--- src/rtl/sim_run_pkg.sv ---
// ---------------------------------------------------------------------------
// sim_run_pkg
//
// Shared types and width helpers for the simulation run controller and for
// any monitor that decodes its outputs.
//
//   reason_t : why the run ended (3-bit code seen on sim_run_ctrl.reason)
//   state_t  : run controller phases
//   lane_w   : width of a lane index for an N-lane datapath (at least 1 bit)
//   count_w  : width able to hold a popcount of N lanes (0..N)
//   ctr_w    : width of a counter that must reach 'limit' (at least 1 bit)
// ---------------------------------------------------------------------------
package sim_run_pkg;

    typedef enum logic [2:0] {
        NONE     = 3'd0,
        HALT     = 3'd1,
        ERROR    = 3'd2,
        TIMEOUT  = 3'd3,
        DEADLOCK = 3'd4
    } reason_t;

    typedef enum logic [1:0] {
        RESET_HOLD = 2'd0,
        RUN        = 2'd1,
        DRAIN      = 2'd2,
        DONE       = 2'd3
    } state_t;

    // A single-lane design still needs a 1-bit index port.
    function automatic int lane_w(input int n);
        return (n > 1) ? $clog2(n) : 1;
    endfunction

    function automatic int count_w(input int n);
        return (n > 0) ? $clog2(n + 1) : 1;
    endfunction

    function automatic int ctr_w(input int limit);
        return (limit > 0) ? $clog2(limit + 1) : 1;
    endfunction

endpackage

--- src/rtl/lane_popcount.sv ---
// ---------------------------------------------------------------------------
// lane_popcount
//
// Purely combinational lane summariser shared by the run controller and the
// retire monitor.
//
// Parameters:
//   NUM_CH       number of lanes
// Ports:
//   commit_valid in  NUM_CH   per-lane retire strobes
//   halt         in  NUM_CH   per-lane halt flags
//   commit_cnt   out CNT_W    number of set commit_valid bits
//   any_halt     out 1        at least one lane is halting
//   halt_idx     out LANE_W   index of the lowest halting lane (0 if none)
// ---------------------------------------------------------------------------
module lane_popcount
    import sim_run_pkg::*;
#(
    parameter int NUM_CH = 8,
    parameter int LANE_W = lane_w(NUM_CH),
    parameter int CNT_W  = count_w(NUM_CH)
) (
    input  logic [NUM_CH-1:0] commit_valid,
    input  logic [NUM_CH-1:0] halt,
    output logic [CNT_W-1:0]  commit_cnt,
    output logic              any_halt,
    output logic [LANE_W-1:0] halt_idx
);

    // Retire popcount.
    always_comb begin
        commit_cnt = '0;
        for (int i = 0; i < NUM_CH; i++) begin
            commit_cnt = commit_cnt + CNT_W'(commit_valid[i]);
        end
    end

    // Walking from the top lane down lets the lowest set lane win.
    always_comb begin
        halt_idx = '0;
        for (int i = NUM_CH - 1; i >= 0; i--) begin
            if (halt[i]) begin
                halt_idx = LANE_W'(i);
            end
        end
    end

    assign any_halt = |halt;

endmodule

--- src/rtl/sim_run_ctrl.sv ---
// ---------------------------------------------------------------------------
// sim_run_ctrl
//
// Run controller for the top-level simulation harness. Sequences the DUT
// reset, then watches for lane halts, error sources, a programmable cycle
// budget and a commit-progress watchdog. Produces a one-cycle 'finish' pulse
// that the bench turns into $finish, plus the end reason and run statistics.
//
// Parameters:
//   NUM_CH        commit/halt lanes
//   NUM_ERR       error sources
//   TIMEOUT_W     width of timeout budget and cycle counter
//   RST_CYCLES    cycles dut_rst is held after rst_n release
//   DRAIN_CYCLES  cycles between the first error and finish
//   STALL_LIMIT   cycles without any commit before DEADLOCK (0 disables)
// Ports:
//   clk, rst_n      clock, asynchronous active-low reset
//   timeout_cycles  run budget, captured when leaving RESET_HOLD (0 disables)
//   halt            per-lane halt
//   commit_valid    per-lane retire strobe
//   err             per-source error level
//   dut_rst         active-high DUT reset
//   running         high in RUN and DRAIN
//   finish          one-cycle pulse on entry to DONE
//   done            high in DONE
//   reason          reason_t end code
//   err_seen        sticky error mask
//   halt_lane       lowest halting lane index
//   cycle_count     RUN/DRAIN cycles, saturating
//   commit_count    total retired instructions, wrapping
// ---------------------------------------------------------------------------
module sim_run_ctrl
    import sim_run_pkg::*;
#(
    parameter int NUM_CH       = 8,
    parameter int NUM_ERR      = 3,
    parameter int TIMEOUT_W    = 32,
    parameter int RST_CYCLES   = 2,
    parameter int DRAIN_CYCLES = 5,
    parameter int STALL_LIMIT  = 100000,
    localparam int LANE_W      = lane_w(NUM_CH)
) (
    input  logic                 clk,
    input  logic                 rst_n,
    input  logic [TIMEOUT_W-1:0] timeout_cycles,
    input  logic [NUM_CH-1:0]    halt,
    input  logic [NUM_CH-1:0]    commit_valid,
    input  logic [NUM_ERR-1:0]   err,
    output logic                 dut_rst,
    output logic                 running,
    output logic                 finish,
    output logic                 done,
    output logic [2:0]           reason,
    output logic [NUM_ERR-1:0]   err_seen,
    output logic [LANE_W-1:0]    halt_lane,
    output logic [TIMEOUT_W-1:0] cycle_count,
    output logic [63:0]          commit_count
);

    localparam int CNT_W    = count_w(NUM_CH);
    localparam int RST_W    = ctr_w(RST_CYCLES);
    localparam int DRAIN_W  = ctr_w(DRAIN_CYCLES);
    localparam int STALL_W  = ctr_w(STALL_LIMIT);
    // RST_CYCLES of 0 behaves like 1: RESET_HOLD always lasts one posedge.
    localparam int RST_LAST = (RST_CYCLES > 0) ? RST_CYCLES - 1 : 0;

    state_t               state_q,    state_d;
    reason_t              reason_q,   reason_d;
    logic [NUM_ERR-1:0]   err_seen_q, err_seen_d;
    logic [LANE_W-1:0]    lane_q,     lane_d;
    logic [RST_W-1:0]     rst_cnt_q,  rst_cnt_d;
    logic [DRAIN_W-1:0]   drain_q,    drain_d;
    logic [TIMEOUT_W-1:0] tmo_q,      tmo_d;
    logic [STALL_W-1:0]   stall_q,    stall_d;
    logic [TIMEOUT_W-1:0] cycle_q,    cycle_d;
    logic [63:0]          commit_q,   commit_d;
    logic                 finish_q,   finish_d;

    logic [CNT_W-1:0]     lane_commits;
    logic                 any_halt;
    logic [LANE_W-1:0]    low_halt;
    logic                 active;
    logic [STALL_W-1:0]   stall_next;

    lane_popcount #(
        .NUM_CH (NUM_CH),
        .LANE_W (LANE_W),
        .CNT_W  (CNT_W)
    ) u_lanes (
        .commit_valid (commit_valid),
        .halt         (halt),
        .commit_cnt   (lane_commits),
        .any_halt     (any_halt),
        .halt_idx     (low_halt)
    );

    assign active = (state_q == RUN) || (state_q == DRAIN);

    // Stall counter candidate for this cycle; held at 0 when the watchdog
    // is disabled so it can never wrap into a false trigger.
    always_comb begin
        stall_next = '0;
        if (commit_valid == '0 && STALL_LIMIT != 0) begin
            stall_next = stall_q + STALL_W'(1);
        end
    end

    // Next-state and datapath update. Every register holds by default;
    // DONE therefore freezes everything until rst_n asserts.
    always_comb begin
        state_d    = state_q;
        reason_d   = reason_q;
        err_seen_d = err_seen_q;
        lane_d     = lane_q;
        rst_cnt_d  = rst_cnt_q;
        drain_d    = drain_q;
        tmo_d      = tmo_q;
        stall_d    = stall_q;
        cycle_d    = cycle_q;
        commit_d   = commit_q;
        finish_d   = 1'b0;

        if (active) begin
            if (cycle_q != '1) begin
                cycle_d = cycle_q + TIMEOUT_W'(1);
            end
            commit_d = commit_q + 64'(lane_commits);
        end

        case (state_q)
            RESET_HOLD: begin
                if (rst_cnt_q >= RST_W'(RST_LAST)) begin
                    state_d = RUN;
                    tmo_d   = timeout_cycles;
                end else begin
                    rst_cnt_d = rst_cnt_q + RST_W'(1);
                end
            end

            RUN: begin
                // Errors are recorded even when a halt wins the same cycle.
                err_seen_d = err_seen_q | err;
                stall_d    = stall_next;
                if (tmo_q != '0) begin
                    tmo_d = tmo_q - TIMEOUT_W'(1);
                end

                if (any_halt) begin
                    state_d  = DONE;
                    reason_d = HALT;
                    lane_d   = low_halt;
                end else if (err != '0) begin
                    reason_d = ERROR;
                    if (DRAIN_CYCLES == 0) begin
                        state_d = DONE;
                    end else begin
                        state_d = DRAIN;
                        drain_d = DRAIN_W'(DRAIN_CYCLES);
                    end
                end else if (tmo_q == TIMEOUT_W'(1)) begin
                    // Budget loaded as N reaches 1 on the Nth RUN posedge.
                    state_d  = DONE;
                    reason_d = TIMEOUT;
                end else if (STALL_LIMIT != 0 &&
                             stall_next >= STALL_W'(STALL_LIMIT)) begin
                    state_d  = DONE;
                    reason_d = DEADLOCK;
                end
            end

            DRAIN: begin
                // Halts, budget and stall are deliberately ignored here so
                // late error sources still get reported.
                err_seen_d = err_seen_q | err;
                if (drain_q <= DRAIN_W'(1)) begin
                    state_d = DONE;
                end else begin
                    drain_d = drain_q - DRAIN_W'(1);
                end
            end

            DONE: begin
            end

            default: begin
                state_d = RESET_HOLD;
            end
        endcase

        finish_d = (state_d == DONE) && (state_q != DONE);
    end

    // State and counter registers.
    always_ff @(posedge clk or negedge rst_n) begin
        if (!rst_n) begin
            state_q    <= RESET_HOLD;
            reason_q   <= NONE;
            err_seen_q <= '0;
            lane_q     <= '0;
            rst_cnt_q  <= '0;
            drain_q    <= '0;
            tmo_q      <= '0;
            stall_q    <= '0;
            cycle_q    <= '0;
            commit_q   <= '0;
            finish_q   <= 1'b0;
        end else begin
            state_q    <= state_d;
            reason_q   <= reason_d;
            err_seen_q <= err_seen_d;
            lane_q     <= lane_d;
            rst_cnt_q  <= rst_cnt_d;
            drain_q    <= drain_d;
            tmo_q      <= tmo_d;
            stall_q    <= stall_d;
            cycle_q    <= cycle_d;
            commit_q   <= commit_d;
            finish_q   <= finish_d;
        end
    end

    assign dut_rst      = (state_q == RESET_HOLD);
    assign running      = active;
    assign done         = (state_q == DONE);
    assign finish       = finish_q;
    assign reason       = reason_q;
    assign err_seen     = err_seen_q;
    assign halt_lane    = lane_q;
    assign cycle_count  = cycle_q;
    assign commit_count = commit_q;

endmodule
--- config.mk ---
export PLATFORM = sky130hd
export DESIGN_NAME = sim_run_ctrl
export DESIGN_NICKNAME = d
export VERILOG_FILES = /design/src/rtl/sim_run_pkg.sv /design/src/rtl/lane_popcount.sv /design/src/rtl/sim_run_ctrl.sv
export SDC_FILE = /design/constraint.sdc
export NUM_CORES = 1
export LEC_CHECK = 0
export ABC_CLOCK_PERIOD_IN_PS = 3010
export CORE_UTILIZATION = 35
export DETAILED_ROUTE_END_ITERATION = 16
export GPL_TIMING_DRIVEN = 1
export PLACE_DENSITY = 0.65
export SYNTH_ARGS = -nofsm -noshare
export SYNTH_HDL_FRONTEND = slang
export SYNTH_SLANG_ARGS = --single-unit
--- constraint.sdc ---
create_clock -name clk -period 3.01 [get_ports clk]
set_input_delay 0.602 -clock clk [delete_from_list [all_inputs] [get_ports clk]]
set_output_delay 0.602 -clock clk [all_outputs]
set_load 0.02 [all_outputs]
==> summary.md <==
| Metric | Value |
|---|---|
| Weighted congestion at the end of routability-driven global placement | 0.873 |
| Fin Hold WS | about 130 ps |
| Total of warnings raised by yosys | 0 |
| Count of pins on the block boundary | 162 |
| DRC | 0 |
| Switching power share of the total | 0.395 |
| Number of nets in the finished design | 1,205 |
| Initial core utilization | 0.360 |
| Fraction of the yosys area taken by sequential cells | 0.458 |
| Worst Path Class, Setup | in2reg |
| Slew headroom | 0.557 |
| Critical-path cell with the highest stage delay | sky130_fd_sc_hd__fa_1 |
| Pwr Total | between 8 and 9 mW |
| Peak supply drop | ~400 uV |
| Static leakage power | 5.17 nW |
| Sum of overflow across all layers after global routing | 0 |
| Crit path from | commit_valid[1] |
| Number of input and output port buffers inserted | 161 |
| Die X-Extent | 161 um |
| Crit-path max cell delay | 480 ps |
| Critical-path maximum fanout | 8 |
| Number of antenna violations at the first check in global routing | 0 |
| Worst-path clk slew | 70 ps |
| Launching point of the worst reg2reg path | tmo_q[1]$_DFFE_PN0P_ |
| Main synth FF type | sky130_fd_sc_hd__dfrtp_1 |
| Synth Register Bits | between 150 and 200 |
| Switching component of the power | between 3 and 4 mW |
| Remaining antenna violation count | 0 |
| Cell-internal power | around 5.4 mW |
| Count of unique library cells instantiated by Yosys | 70 |
| Via-to-Cell Ratio | about 5.3 |
| Vias in the first global route | 7,579 |
| Post-layout min period | 3980 ps |
| Syn Inst Count | between 900 and 1,000 |
| Number of endpoints failing setup at the final stage | 63 |
| Clock network power share | 0.248 |
| Power per Cell Area | 721 nW/um2 |
| Maximum level of the CTS H-tree | 4 |
| Crit-path cells | buf_8 > inv_8 > ha_4 > inv_2 > fa_1 > fa_1 > fa_2 > fa_2 > xnor2_2 > ha_1 > a21o_1 > a21oi_4 > nor3b_4 > nand4_1 > buf_12 > nor3_4 > xor2_1 |
| Half-perimeter wire length after detailed placement | 16,700 um |
| Post-layout worst setup margin | -965 ps |
| Category of the worst setup path launch point | primary input |
| Biggest area contributors in the synthesized netlist | sky130_fd_sc_hd__dfrtp_1, sky130_fd_sc_hd__xnor2_1, sky130_fd_sc_hd__nand2_1, sky130_fd_sc_hd__xor2_1, sky130_fd_sc_hd__nand3_1 |
| Clock latency of the later-clocked register in the worst-skew pair | approximately 440 ps |
| Die Y-Extent | about 160 um |
| Synthesized area divided by synthesized cell count | 9.62 um2 |
| Aggregate negative setup slack | -52,720 ps |
| Hold buffer count at CTS | 0 |
| Dominant cell type by area after synthesis | sky130_fd_sc_hd__dfrtp_1 |
| Setup slack after placement | -2180 ps |
| Number of optimization iterations in the first detailed-route pass | 6 |
| Number of synthesized flops with an enable pin | 0 |
| Number of diodes added for antenna fixing | 0 |
| Worst min-delay path category | in2async |
| Count of max-cap constraint violations | 0 |
| TritonCTS clock tree | yes |
| Slew Limit Fails | 0 |
| Final clock skew | 17.3 ps |
| Combined global-route utilization of all metal layers | 0.187 |
| TritonCTS sink count | 162 |
| Pin count of the biggest net entering global routing | 64 |
| Wire length reported by the detailed router | roughly 24,000 um |
| CORE AREA | 24,600 um2 |
| Fmax | between 200 and 300 MHz |
| Total number of vias | 7,799 |
| Hold violation total from the final report | 0 |
| Post-synth design cell area | between 8000 and 9000 um2 |
| Placed instance area | approximately 11,000 um2 |
| P&R area growth vs syn | 40.0% |
| Violated checks | negative setup slack |
| Non-Filler Cell Area, Final | around 12,000 um2 |
| Sequential power share | 0.344 |
| Average wire per cell in the routed design | ~17 um |
| Unrepaired setup endpoints after global routing | true |
| Violation count after the first detailed-routing iteration | between 500 and 600 |
| Crit path DAT | approximately 4300 ps |
| Run status | complete, but fails checks |
| Fraction of synthesized cell area taken by the top area cell type | 0.458 |
| Global-route wire length before repair | 39,200 um |
| Category of the worst setup path capture point | flop |
| Share of flip-flops with an asynchronous set or reset | 1.00 |
| Bufs on Longest Clock Path | 2 |
| Total CTS buffers | 17 |
| Actual slew at the worst max-slew pin | about 660 ps |
| Share of layout cells above drive strength 1 | 0.166 |
| Required time at the endpoint of the critical path | between 3000 and 4000 ps |
| Period utilisation layout | 1.32 |
| Mapped Nets | 998 |
| Master cell of the clock root buffer | sky130_fd_sc_hd__clkbuf_16 |
| Part of the power in combinational logic | 0.408 |
| Die area | around 26,000 um2 |
| Std cell rows | 57 |
## power by group through the flow
stage | combinational, mW | sequential (mW) | clock [mW]
finish | 3.65 | 3.07 | 2.22
global route | 3.99 | 3.14 | 2.36
CTS | 3.56 | 3.06 | 2.26
detailed placement | 3.34 | 3.09 | 0
global placement | 3.26 | 3.08 | 0
floorplan | 2.05 | 3.12 | 0
## layout by cell type, fill, tap and decap left out, types with 11 or more instances in the layout
cell type and count:
sky130_fd_sc_hd__nor2_1 47, sky130_fd_sc_hd__nand4_1 37, sky130_fd_sc_hd__nand2_1 82, sky130_fd_sc_hd__buf_4 44, sky130_fd_sc_hd__buf_6 13, sky130_fd_sc_hd__xor2_1 32, sky130_fd_sc_hd__ha_1 17, sky130_fd_sc_hd__and4_1 12
sky130_fd_sc_hd__xnor2_1 55, sky130_fd_sc_hd__dfrtp_1 162, sky130_fd_sc_hd__clkbuf_16 17, sky130_fd_sc_hd__nor3_1 16, sky130_fd_sc_hd__o31ai_1 12, sky130_fd_sc_hd__inv_1 40, sky130_fd_sc_hd__a21oi_1 42, sky130_fd_sc_hd__o22ai_1 14
sky130_fd_sc_hd__or4_1 11, sky130_fd_sc_hd__o21ai_0 33, sky130_fd_sc_hd__nor4_1 14, sky130_fd_sc_hd__nand3_1 44, sky130_fd_sc_hd__mux2i_1 13, sky130_fd_sc_hd__clkdlybuf4s50_1 156
## logic make-up after synthesis
kind of cell / after synthesis / share of synthesized area
and+or+nand+nor: 356 / 0.212
adders and majority gates: 24 / 0.0381
muxes: 20 / 0.0234
buffers and inverters: 81 / 0.0374
xor gates and xnor gates: 96 / 0.0949
AOI/OAI and AO/OA: 182 / 0.137
DFF: 162 / 0.458
## flip-flops by register name, indices dropped and copies added (netlist names)
register,count
err_seen,3
reason,3
state_q,2
tmo_q,32
cycle_count,32
stall_q,17
commit_count,64
rst_cnt_q,2
drain_q,3
finish,1
halt_lane,3
## critical path, delay by kind of cell
kind            cells  cell delay (ps)
buf+inv             4              360
simple gates        3              630
compound gates      2              250
fa+ha+maj           6             2200
xor+xnor            2              300
## per-layer routing
| metal | part of all wire | vias to the layer above | wire length [um] | track usage |
|---|---|---|---|---|
| li1 | - | 3778 | - | - |
| met1 | 0.45 | 3797 | 11000 | 0.248 |
| met3 | 0.048 | 23 | 1170 | 0.0398 |
| met4 | 0.012 | 0 | 284 | 0.0476 |
| met2 | 0.49 | 201 | 11800 | 0.310 |
| met5 | 0 | - | 0 | 0 |
## cells in the mapped netlist (4+ instances only)
master and count:
sky130_fd_sc_hd__a21o_1 9, sky130_fd_sc_hd__a21oi_1 44, sky130_fd_sc_hd__a221o_1 5, sky130_fd_sc_hd__a22oi_1 6, sky130_fd_sc_hd__a31oi_1 10, sky130_fd_sc_hd__a32oi_1 4, sky130_fd_sc_hd__and3_1 11, sky130_fd_sc_hd__and4_1 12
sky130_fd_sc_hd__clkbuf_1 27, sky130_fd_sc_hd__dfrtp_1 162, sky130_fd_sc_hd__fa_1 5, sky130_fd_sc_hd__ha_1 19, sky130_fd_sc_hd__inv_1 45, sky130_fd_sc_hd__mux2_2 6, sky130_fd_sc_hd__mux2i_1 14, sky130_fd_sc_hd__nand2_1 86
sky130_fd_sc_hd__nand3_1 54, sky130_fd_sc_hd__nand4_1 37, sky130_fd_sc_hd__nor2_1 61, sky130_fd_sc_hd__nor2b_1 4, sky130_fd_sc_hd__nor3_1 26, sky130_fd_sc_hd__nor3b_1 4, sky130_fd_sc_hd__nor4_1 18, sky130_fd_sc_hd__o211ai_1 5
sky130_fd_sc_hd__o21ai_0 34, sky130_fd_sc_hd__o22ai_1 14, sky130_fd_sc_hd__o31ai_1 12, sky130_fd_sc_hd__o41ai_1 6, sky130_fd_sc_hd__or2_2 5, sky130_fd_sc_hd__or3_1 7, sky130_fd_sc_hd__or4_1 11, sky130_fd_sc_hd__xnor2_1 63
sky130_fd_sc_hd__xor2_1 33
## repair_timing
item	in CTS	in global routing
buffers inserted	11	7
endpoints found under the setup margin	64	63
gates resized for setup	83	26
pin swaps	41	27
## per-stage QoR
step	instances	utilization
global placement	1418	0.456
global route	1465	0.504
floorplan	921	-
finish	1465	0.504
CTS	1461	0.497
detailed placement	1418	0.456
## worst paths after layout
check | to | slack, ps | depth (start not counted)
worst min-delay path | stall_q[12]$_DFFE_PN0P_ | 130 | 1
worst max register to register | tmo_q[11]$_DFFE_PN0P_ | 200 | 9
min in group clk | err_seen[2]$_DFFE_PN0P_ | 470 | 1
max in group asynchronous | halt_lane[1]$_DFFE_PN0P_ | 2140 | 2
worst min register to register | err_seen[2]$_DFFE_PN0P_ | 470 | 1
worst max-delay path | commit_count[56]$_DFFE_PN0P_ | -970 | 17
## final cells by class
class	count	area, um2
clock buffer	18	439
clock inverter	14	159
fill	2254	12200
inverter	46	185
multi-input combinational	678	4950
sequential	162	4050
tap	324	405
timing repair buffer	223	2210
Power figures use the tool's default switching activity.
